**config.mk**
```make
export PLATFORM = sky130hd
export DESIGN_NAME = thermostat_ctrl
export DESIGN_NICKNAME = d
export VERILOG_FILES = /design/src/rtl/thermostat_ctrl.sv
export SDC_FILE = /design/constraint.sdc
export NUM_CORES = 1
export LEC_CHECK = 0
export ABC_AREA = 1
export ABC_CLOCK_PERIOD_IN_PS = 2700
export CORE_MARGIN = 2
export CORE_UTILIZATION = 53
export DETAILED_ROUTE_END_ITERATION = 10
export PLACE_DENSITY = 0.77
export REMOVE_ABC_BUFFERS = 1
export SETUP_SLACK_MARGIN = 0.5
export SKIP_LAST_GASP = 1
export SLEW_MARGIN = 10
export SYNTH_ARGS = -nofsm -noshare
export SYNTH_HDL_FRONTEND = slang
export SYNTH_SLANG_ARGS = --single-unit
```
**constraint.sdc**
```tcl
create_clock -name clk -period 2.7 [get_ports clk]
set_input_delay 0.54 -clock clk [delete_from_list [all_inputs] [get_ports clk]]
set_output_delay 0.54 -clock clk [all_outputs]
set_load 0.1 [all_outputs]
```
**src/rtl/thermostat_ctrl.sv**
```systemverilog
// thermostat_ctrl: hysteresis thermostat with min-on, min-off and fan purge.
// Define THERMO_FAULT_EN to add the run-time fault latch and fault port.
module thermostat_ctrl #(
  parameter int TW      = 8,
  parameter int HYST    = 2,
  parameter int MIN_ON  = 4,
  parameter int MIN_OFF = 3,
  parameter int PURGE   = 2,
  parameter int MAX_RUN = 10
) (
  input  logic          clk,
  input  logic          reset,
  input  logic [TW-1:0] temp,
  input  logic [TW-1:0] setpoint,
  input  logic          mode,
  input  logic          fan_on,
  output logic          heater,
  output logic          aircon,
  output logic          fan,
  output logic [1:0]    state
`ifdef THERMO_FAULT_EN
  ,
  output logic          fault
`endif
);

  typedef enum logic [1:0] {
    S_IDLE = 2'd0,
    S_HEAT = 2'd1,
    S_COOL = 2'd2,
    S_LOCK = 2'd3
  } st_e;

  localparam int M1 = (MIN_ON > MIN_OFF) ? MIN_ON : MIN_OFF;
  localparam int M2 = (M1 > PURGE) ? M1 : PURGE;
  localparam int M3 = (M2 > MAX_RUN) ? M2 : MAX_RUN;
  localparam int CW = $clog2(M3 + 1);

  localparam logic [CW-1:0] C_ONE     = CW'(1);
  localparam logic [CW-1:0] C_MAX     = {CW{1'b1}};
  localparam logic [CW-1:0] C_MIN_ON  = CW'(MIN_ON);
  localparam logic [CW-1:0] C_MIN_OFF = CW'(MIN_OFF);
  localparam logic [CW-1:0] C_PURGE   = CW'(PURGE);
  localparam logic [TW:0]   C_HYST    = (TW+1)'(HYST);

  st_e           r_st;
  st_e           w_nst;
  logic [CW-1:0] r_cnt;
  logic [CW-1:0] w_ncnt;
  logic [CW-1:0] w_cnt_inc;
  logic [CW-1:0] r_purge;
  logic [CW-1:0] w_npurge;
  logic          r_fan_req;

  logic [TW:0]   w_t;
  logic [TW:0]   w_sp;
  logic [TW:0]   w_tph;
  logic [TW:0]   w_sph;
  logic          w_heat_start;
  logic          w_heat_done;
  logic          w_cool_start;
  logic          w_cool_done;
  logic          w_done;
  logic          w_trip;
  logic          w_hold;

  logic          r_heater;
  logic          r_aircon;
  logic          r_fan;
  logic [1:0]    r_state;

  // one extra bit keeps the +HYST sums from wrapping
  assign w_t   = {1'b0, temp};
  assign w_sp  = {1'b0, setpoint};
  assign w_tph = w_t + C_HYST;
  assign w_sph = w_sp + C_HYST;

  assign w_heat_start = mode & (w_tph < w_sp);
  assign w_heat_done  = ~mode | (w_t >= w_sph);
  assign w_cool_start = ~mode & (w_t > w_sph);
  assign w_cool_done  = mode | (w_tph <= w_sp);

  assign w_cnt_inc = (r_cnt == C_MAX) ? r_cnt : r_cnt + C_ONE;

`ifdef THERMO_FAULT_EN
  localparam logic [CW-1:0] C_MAX_RUN = CW'(MAX_RUN);
  logic r_fault;
  logic r_fault_o;

  assign w_trip = (r_cnt >= C_MAX_RUN);
  assign w_hold = r_fault;

  always_ff @(posedge clk) begin
    if (reset) begin
      r_fault   <= 1'b0;
      r_fault_o <= 1'b0;
    end else begin
      if ((r_st == S_HEAT || r_st == S_COOL) && w_trip)
        r_fault <= 1'b1;
      r_fault_o <= r_fault;
    end
  end

  assign fault = r_fault_o;
`else
  assign w_trip = 1'b0;
  assign w_hold = 1'b0;
`endif

  always_ff @(posedge clk) begin
    if (reset) begin
      r_st      <= S_IDLE;
      r_cnt     <= '0;
      r_purge   <= '0;
      r_fan_req <= 1'b0;
    end else begin
      r_st      <= w_nst;
      r_cnt     <= w_ncnt;
      r_purge   <= w_npurge;
      r_fan_req <= fan_on;
    end
  end

  always_comb begin
    w_nst    = r_st;
    w_ncnt   = r_cnt;
    w_npurge = (r_purge != '0) ? r_purge - C_ONE : '0;
    w_done   = 1'b0;
    unique case (r_st)
      S_IDLE: begin
        if (w_heat_start) begin
          w_nst  = S_HEAT;
          w_ncnt = C_ONE;
        end else if (w_cool_start) begin
          w_nst  = S_COOL;
          w_ncnt = C_ONE;
        end
      end
      S_HEAT, S_COOL: begin
        w_done = (r_st == S_HEAT) ? w_heat_done : w_cool_done;
        if (w_trip || (w_done && r_cnt >= C_MIN_ON)) begin
          w_nst    = S_LOCK;
          w_ncnt   = C_ONE;
          w_npurge = C_PURGE;
        end else begin
          w_ncnt = w_cnt_inc;
        end
      end
      S_LOCK: begin
        if (!w_hold && r_cnt >= C_MIN_OFF) begin
          w_nst  = S_IDLE;
          w_ncnt = '0;
        end else begin
          w_ncnt = w_cnt_inc;
        end
      end
      default: ;
    endcase
  end

  // relay stage: outputs lag the FSM by one edge
  always_ff @(posedge clk) begin
    if (reset) begin
      r_heater <= 1'b0;
      r_aircon <= 1'b0;
      r_fan    <= 1'b0;
      r_state  <= 2'd0;
    end else begin
      r_heater <= (r_st == S_HEAT);
      r_aircon <= (r_st == S_COOL);
      r_fan    <= (r_st == S_HEAT) | (r_st == S_COOL)
                | r_fan_req | (r_purge != '0);
      r_state  <= r_st;
    end
  end

  assign heater = r_heater;
  assign aircon = r_aircon;
  assign fan    = r_fan;
  assign state  = r_state;

endmodule

```
==> results of run 1 <==
-- state kept, by name (all words and copies together) (netlist names) --
register,count
aircon,1
heater,1
fan,1
state,2
r_st,2
r_fan_req,1
r_purge,4
r_cnt,4
-- worst paths after layout --
check | start | endpoint | slack, ns | depth (start not counted)
worst max register to register | r_st[1] | r_st[0] | 0.99 | 10
worst min-delay path | r_fan_req | fan | 0.46 | 2
worst max-delay path | setpoint[1] | r_st[0] | 0.44 | 17
worst min register to register | r_fan_req | fan | 0.46 | 2
-- repair_timing --
action	in CTS	in global routing
buffers inserted	5	2
setup endpoints to repair	10	10
resized for setup	69	28
pin swaps	25	22
hold endpoints to repair	0	0
-- power breakdown --
group	internal (uW)	switching, uW	leakage (uW)
Combinational	253	501	0.000975
Clock	82.2	79.9	0.0000210
Sequential	293	37.6	0.000131
-- through the flow --
stage / hold slack [ns] / util (%)
after floorplan: 0.412 / -
after global placement: 0.442 / 70.3
after detailed placement: 0.441 / 70.3
after CTS: 0.456 / 76.4
after global routing: 0.499 / 79.6
final: 0.463 / 79.6
-- final cells by class --
type                    count  area share, %
multi-input cells         161           54.3
repair buffers             50           18.7
flip-flops and latches     16           14.7
inverters                  51           8.79
well taps                  31           1.78
clock buffers               4           1.67
-- cells by family (layout without fill, tap and decap cells) --
family	count (synthesis)	count (layout)
buffers and inverters	52	105
flip-flops	16	16
adder cells (fa/ha/maj)	22	22
XOR/XNOR	7	7
AND/OR/NAND/NOR	103	103
AO/OA/AOI/OAI	29	29
-- layout by cell type, fill, tap and decap left out, types with 7 or more instances in the layout --
cell / Yosys / final
nor2_2: 1 / 7
buf_4: 1 / 26
nor2_1: 26 / 20
inv_1: 50 / 45
dfxtp_1: 16 / 16
nand2_2: 5 / 16
nand3_1: 14 / 9
ha_1: 22 / 18
a21oi_1: 11 / 9
nand2_1: 42 / 28
-- cell usage after synthesis (2+ instances only) --
cell type / number
nand2_2: 5
ha_1: 22
nor3_1: 2
nand2_1: 42
o21ai_0: 7
xnor2_1: 2
inv_1: 50
xor2_1: 5
nand2_4: 2
a21oi_1: 11
nor2_4: 2
nand4_1: 5
dfxtp_1: 16
a31oi_1: 2
nand3_1: 14
nor2_1: 26
a21oi_2: 3
-- worst max-delay path, stage by stage --
cell and delay [ns]:
buf_4 0.13, ha_4 0.17, nand3_2 0.08, xor2_1 0.19, inv_1 0.10, ha_4 0.27
nand3_2 0.08, nor2_1 0.14, nor2_2 0.06, nand2_2 0.08, nand2_2 0.07, a21oi_4 0.13
nand2_4 0.09, nand2_4 0.09, nand4_1 0.09, nand2_1 0.08, nor2_1 0.05
-- layer usage --
layer / share of wire [%] / global-route usage [%] / vias to the layer above
met2: 46 / 37.0 / 36
met3: 3.4 / 4.08 / 0
met1: 51 / 36.4 / 704
met5: 0 / 0 / -
met4: 0 / 3.99 / 0
li1: - / - / 833
==> run summary, run 1 <==
flops & latches, synth = 16
remaining global-route overflow = 0
Final Hold Viols = 0
DRC viols = 0
Routed WL = 3.92 mm
RSZ-0062 raised after global routing = true
Clk pin slew, worst setup/hold paths = 0.10 ns
Critical Path End Type = register
Hold Crit Class = reg2reg
Fmax = 442 MHz
sequential area share after synthesis = 21.1%
core area = 2730 um^2
Final Max Tran Viols = 0
CTS Buf Count = 3
largest area contributor in the netlist = dfxtp_1
Die Span X = 57.6 um
Antenna Cells = 0
Final HPWL DP = 2.71 mm
Post-synth EDFFs = 0
DR vias = 1573
H-tree levels = 1
worst path required time = 2.89 ns
Area growth syn-to-layout = 43.1%
Post-DP Area = 1920 um^2
routed wire length per instance = 12.5 um
Post-Layout Inst Area = 2180 um^2
Die ar. = 3320 um^2
Critical Path Fanout Max = 4
PortBufs = 24
Skew-Pair Late Insertion Delay = 0.30 ns
Syn. warnings = 0
top cells by area, synth = dfxtp_1 (21%), ha_1 (18%), inv_1 (12%), nand2_1 (10%), nor2_1 (6.4%)
# IOs = 25
antenna violations before repair = 0
largest family of logic cells by synthesized area = simple AND/OR/NAND/NOR gates
Multi-input gate area = 1180 um^2
min cycle time layout = 2.26 ns
Tot GR Track Use = 24.3%
first-pass GRT wire length = 6.33 mm
Cell variety after synth = 30
layout cell share with drive strength beyond 1 = 35.1%
Startpoint Class = primary input
CTS Sinks = 16
final worst setup slack = 0.437 ns
Worst VDD drop = 0.687 mV
largest net degree at the start of global routing = 11
PD cells = 573 nW/um^2
Setup Viol. Count Final = 0
post-synthesis cell area = 1520 um^2
final worst path period share = 83.8%
Setup CP Type = in2reg
initial detailed-routing violation count = 69
Vias per Instance = 5.03
TritonCTS clock tree = done
CTS Buffer Depth = 2
complex-gate fraction of the synthesized area = 11.4%
Arrival @ worst endpoint = 2.46 ns
clock skew = 0.00831 ns
post-synthesis simple-gate area fraction = 32.3%
ys async rst share = 0%
Post-Syn Instances = 229
area share of the largest cell type after synthesis = 21.1%
die span in y = 57.6 um
max cap viols = 0
Starting Density = 55.7%
status = finished, final reports clean
sequential cell area = 320 um^2
Mean Syn Cell Area = 6.64 um^2
Placed Cells = 302
fill cell count = 199
setup_tns = 0 ns
antenna violation net count after detailed routing = 0
LEAKAGE = 0.00113 uW
Slew HR = 70.6%
worst-margin pin slew = 0.439 ns
vias in the first global route = 1419
total power = 1250 uW
Place WS = -0.307 ns
ys flop type = dfxtp_1
NumNets Final = 325
multiplexer share of the synthesized area = 0%
RePlAce Congestion = 0.799
drt pass-1 iters = 4
CTS Root Cell = clkbuf_4
row count = 19
XOR/XNOR Fraction of Synth Area = 4.03%
Hold Buf Count CTS = 0
Non-Filler Instances = 313
adder-cell share of the synthesized area = 18.1%
Power figures use the tool's default switching activity.
==> run 2, diff against run 1 <==
Settings changed: ABC_CLOCK_PERIOD_IN_PS 2700 to 2100.
Clock period 2.7 ns to 2.1 ns, I/O delays scaled along.
==> run 2 against run 1 <==
The run now ends with negative setup slack left. Clock skew hardly changed. Combinational power grew 28%. Critical path depth up 5. Register-to-register slack got worse by 0.50 ns. Critical endpoint is now r_purge[3]. Non-clock buffer count increased by 3. Setup slack got worse by 0.48 ns. Sequential power is 29% higher.
==> run summary, run 2 (same netlist as run 1, synthesis figures left out) <==
max cap viols = 0
CTS Root Cell = clkbuf_4
PD cells = 732 nW/um^2
# IOs = 25
Starting Density = 55.7%
Final HPWL DP = 2.83 mm
internal power = 809 uW
clock skew = 0.00859 ns
final design utilization = 79.6%
DR vias = 1622
min cycle time layout = 2.14 ns
row count = 19
proportion of power drawn by the clock network = 12.8%
Startpoint Class = primary input
LEAKAGE = 0.00113 uW
Die Span X = 57.6 um
Clk pin slew, worst setup/hold paths = 0.10 ns
Final Hold Viols = 0
commonest non-fill, non-tap cell in the layout = inv_1
CTS Sinks = 16
final hold slack = 0.469 ns
CTS Buffer Depth = 2
final worst setup slack = -0.0432 ns
RSZ-0062 raised after global routing = true
Setup Viol. Count Final = 6
Largest regs = r_cnt (4), r_purge (4)
core area = 2730 um^2
total power = 1590 uW
PortBufs = 24
Post-Layout Inst Area = 2180 um^2
fill cell count = 207
Vias per Instance = 5.13
Tot GR Track Use = 26.0%
Sw Ratio = 49.2%
NumNets Final = 328
antenna violation net count after detailed routing = 0
Antenna Cells = 0
Post-DP Area = 1970 um^2
Slew HR = 77.6%
Critical Path End Type = register
CTS Buf Count = 3
Seq pwr share = 26.8%
Worst VDD drop = 1.03 mV
RePlAce Congestion = 0.797
remaining global-route overflow = 0
sw power = 784 uW
Comb pwr share = 60.4%
failing checks = negative setup slack
drt pass-1 iters = 4
DRC viols = 0
initial detailed-routing violation count = 105
Die ar. = 3320 um^2
status = complete, but fails checks
Routed WL = 4.12 mm
routed wire length per instance = 13.1 um
largest net degree at the start of global routing = 10
H-tree levels = 1
Setup CP Type = in2reg
Arrival @ worst endpoint = 2.33 ns
worst path required time = 2.29 ns
Critical Path Fanout Max = 4
TritonCTS clock tree = done
vias in the first global route = 1579
Fmax = 467 MHz
first-pass GRT wire length = 6.85 mm
most frequent cells in the layout = inv_1 (45), nand2_1 (34), buf_4 (31), nor2_1 (21), ha_1 (18)
sequential cell area = 320 um^2
Final Max Tran Viols = 0
Skew-Pair Late Insertion Delay = 0.29 ns
layout cell share with drive strength beyond 1 = 33.7%
worst-margin pin slew = 0.332 ns
antenna violations before repair = 0
Area growth syn-to-layout = 43.1%
die span in y = 57.6 um
final worst path period share = 102%
Multi-input gate area = 1150 um^2
Hold Crit Class = reg2reg
run 2: cell types whose count changed in the layout (fill, tap and decap cells not counted), moves of 2 or more:
cell,previous run,this run
nand2_2,16,11
nand2_1,28,34
buf_4,26,31
buf_2,5,3
run 2: layout make-up:
cell class              instances  area share, %
multi-input cells             161           53.0
clock buffers                   4           1.67
well taps                      31           1.78
inverters                      51           8.79
flip-flops and latches         16           14.7
repair buffers                 53           20.1
run 2: path summary, 6_finish.rpt:
| path | end | depth (start not counted) | startpoint | slack, ns |
|---|---|---|---|---|
| worst max-delay path | r_purge[3] | 22 | setpoint[2] | -0.04 |
| worst min-delay path | fan | 2 | r_fan_req | 0.47 |
| worst max register to register | r_st[0] | 10 | r_st[0] | 0.49 |
| worst min register to register | fan | 2 | r_fan_req | 0.47 |
run 2: power groups by stage:
stage	combinational (uW)	clock, uW	sequential [uW]
after detailed placement	864	0	430
after CTS	892	207	424
after global placement	854	0	430
after global routing	1060	222	435
final	963	204	426
after floorplan	445	0	616
run 2: repair_timing:
action	4_1_cts	5_1_grt
setup buffers	3	1
setup endpoints to repair	10	10
pin swaps	23	26
resized for setup	64	27
gates cloned	0	0
hold buffers	0	0
run 2: through the flow:
| step | worst slack (ns) | TNS [ns] | std cells |
|---|---|---|---|
| floorplan | -0.0528 | -0.304 | 228 |
| global placement | -0.753 | -6.73 | 308 |
| detailed placement | -0.745 | -7.09 | 308 |
| CTS | -0.0470 | -0.137 | 315 |
| global route | -0.183 | -1.51 | 316 |
| finish | -0.0432 | -0.103 | 316 |
run 2: worst max-delay path, stage by stage:
cell and delay [ns]:
buf_8 0.10, buf_6 0.11, nand2_4 0.06, buf_6 0.10, nor2_4 0.04, nand2_1 0.08
nand2_2 0.07, ha_4 0.28, buf_6 0.08, nand2_2 0.04, nand2_2 0.07, nand2_2 0.06
nand2_1 0.05, nor2_1 0.04, nand2_1 0.08, nand2_1 0.07, a21oi_2 0.16, nand2_4 0.09
nor2_1 0.11, inv_1 0.10, nand4_1 0.08, inv_1 0.04
run 2: routing by layer:
layer	vias to the layer above	routed length (um)	GRT usage [%]
met5	-	0	0
met4	0	51	2.99
met3	8	266	4.99
met2	55	1840	42.7
met1	722	1970	36.6
li1	837	-	-
==> RTL edit, RTL diff (config.mk and constraints of run 1) <==
Set the parameter `MIN_OFF` to 6 (it was 3).
--- a/src/rtl/thermostat_ctrl.sv
+++ b/src/rtl/thermostat_ctrl.sv
@@ -4,7 +4,7 @@
   parameter int TW      = 8,
   parameter int HYST    = 2,
   parameter int MIN_ON  = 4,
-  parameter int MIN_OFF = 3,
+  parameter int MIN_OFF = 6,
   parameter int PURGE   = 2,
   parameter int MAX_RUN = 10
 ) (
Formal check against the unedited RTL: not equivalent (a bounded check fails within 10 cycles, from zero or initial values and one cycle with reset high).
==> RTL edit against run 1 <==
Worst setup slack got worse by 0.0094 ns; count of clock-buffer cells in the layout unchanged; combinational power grew 13%; largest power group unchanged; routed wire length grew 4.5%; global-route usage fell by 1.1 points; cell area grew 0.17%; total power rose by 8.2%; sequential share of layout area hardly changed; clock skew decreased by 0.0071 ns; area after synthesis hardly changed; highest routed layer is now met4; synthesized cell count decreased by 0.44%; sequential cell count did not move.
==> RTL edit: results <==
[sta]
fin_skew_ns = 0.001200
tightest_slew_ns = 0.3287

[placed_design]
place_ws_ns = -0.3008
placed_cells = 297
dp_hpwl_mm = 2.766
postPlaceCellArea_mm2 = 0.001898
place_congestion = 0.8984

[pwr]
p_leak_nw = 1.126
peakVddDrop_mv = 0.6879
power_frac_seq = 0.253
p_seq_mw = 0.341
p_sw_frac = 0.5029
pg_clk_mw = 0.157

[synth]
synthAdderAreaFrac = 0.1890
syn_avg_cell_area_um2 = 6.679
synth_common_cells = nand2_1, inv_1, nor2_1, ha_1, dfxtp_1
synth-compound-area-share = 0.1060
synth_xor_area_frac = 0.05177
synthMuxAreaShare = 0.006574
seq_area_frac_synth = 0.2104
synth_area_leaders = dfxtp_1, ha_1, nand2_1, inv_1, nor2_1

[routing]
wl_met2_mm = 2.094
wl_met1_mm = 1.730
vias = 1628
drt_iter0_markers = 72
vias_per_cell = 5.303
top_layer_used = met4
routedWlPerCell_um = 13.35

[setup_path]
max_stage_delay_ns = 0.35
crit_arrival_ns = 2.49
slowest_stage = ha_1

[final_layout]
nets = 320
nFillCells = 204
layout-drive-gt1-share = 0.3551

[run_status]
status = completed

[clock_tree]
cts.repair.resized = 77
postCtsSetupBuffers = 3
cts.clk_slew.worst_paths_ns = 0.08
clkLatencyLatePin_ns = 0.29
numCtsBuffers = 3

[global_route]
first_global_vias = 1459
grtUsageTotal = 0.2315
grt_max_degree = 10
met3_usage = 0.02494
use_met2 = 0.4091
RTL edit: cell count changes in the layout (fill, tap and decap cells not counted), sizes merged, moves of 2 or more:
| cell | delta |
|---|---|
| buf | -3 |
| a21oi | -3 |
| o21a | +2 |
| dlygate4sd2 | -2 |
| nor2 | +4 |
| inv | -7 |
RTL edit: area by class of cell:
cell class	count	area [µm²]	share of cell area
clock buffer	4	36.28	0.01664
tap	31	38.79	0.01779
sequential	16	320.3	0.1469
inverter	44	165.2	0.07573
timing repair buffer	45	361.6	0.1658
multi-input combinational	167	1259	0.5772
RTL edit: worst paths after layout:
| check | cells past startpoint | to | slack (ns) | startpoint |
|---|---|---|---|---|
| worst max register to register | 9 | r_cnt[3] | 1.06 | r_st[1] |
| worst min-delay path | 1 | r_purge[0] | 0.44 | r_purge[0] |
| worst max-delay path | 16 | r_cnt[3] | 0.43 | temp[4] |
| worst min register to register | 1 | r_purge[0] | 0.44 | r_purge[0] |
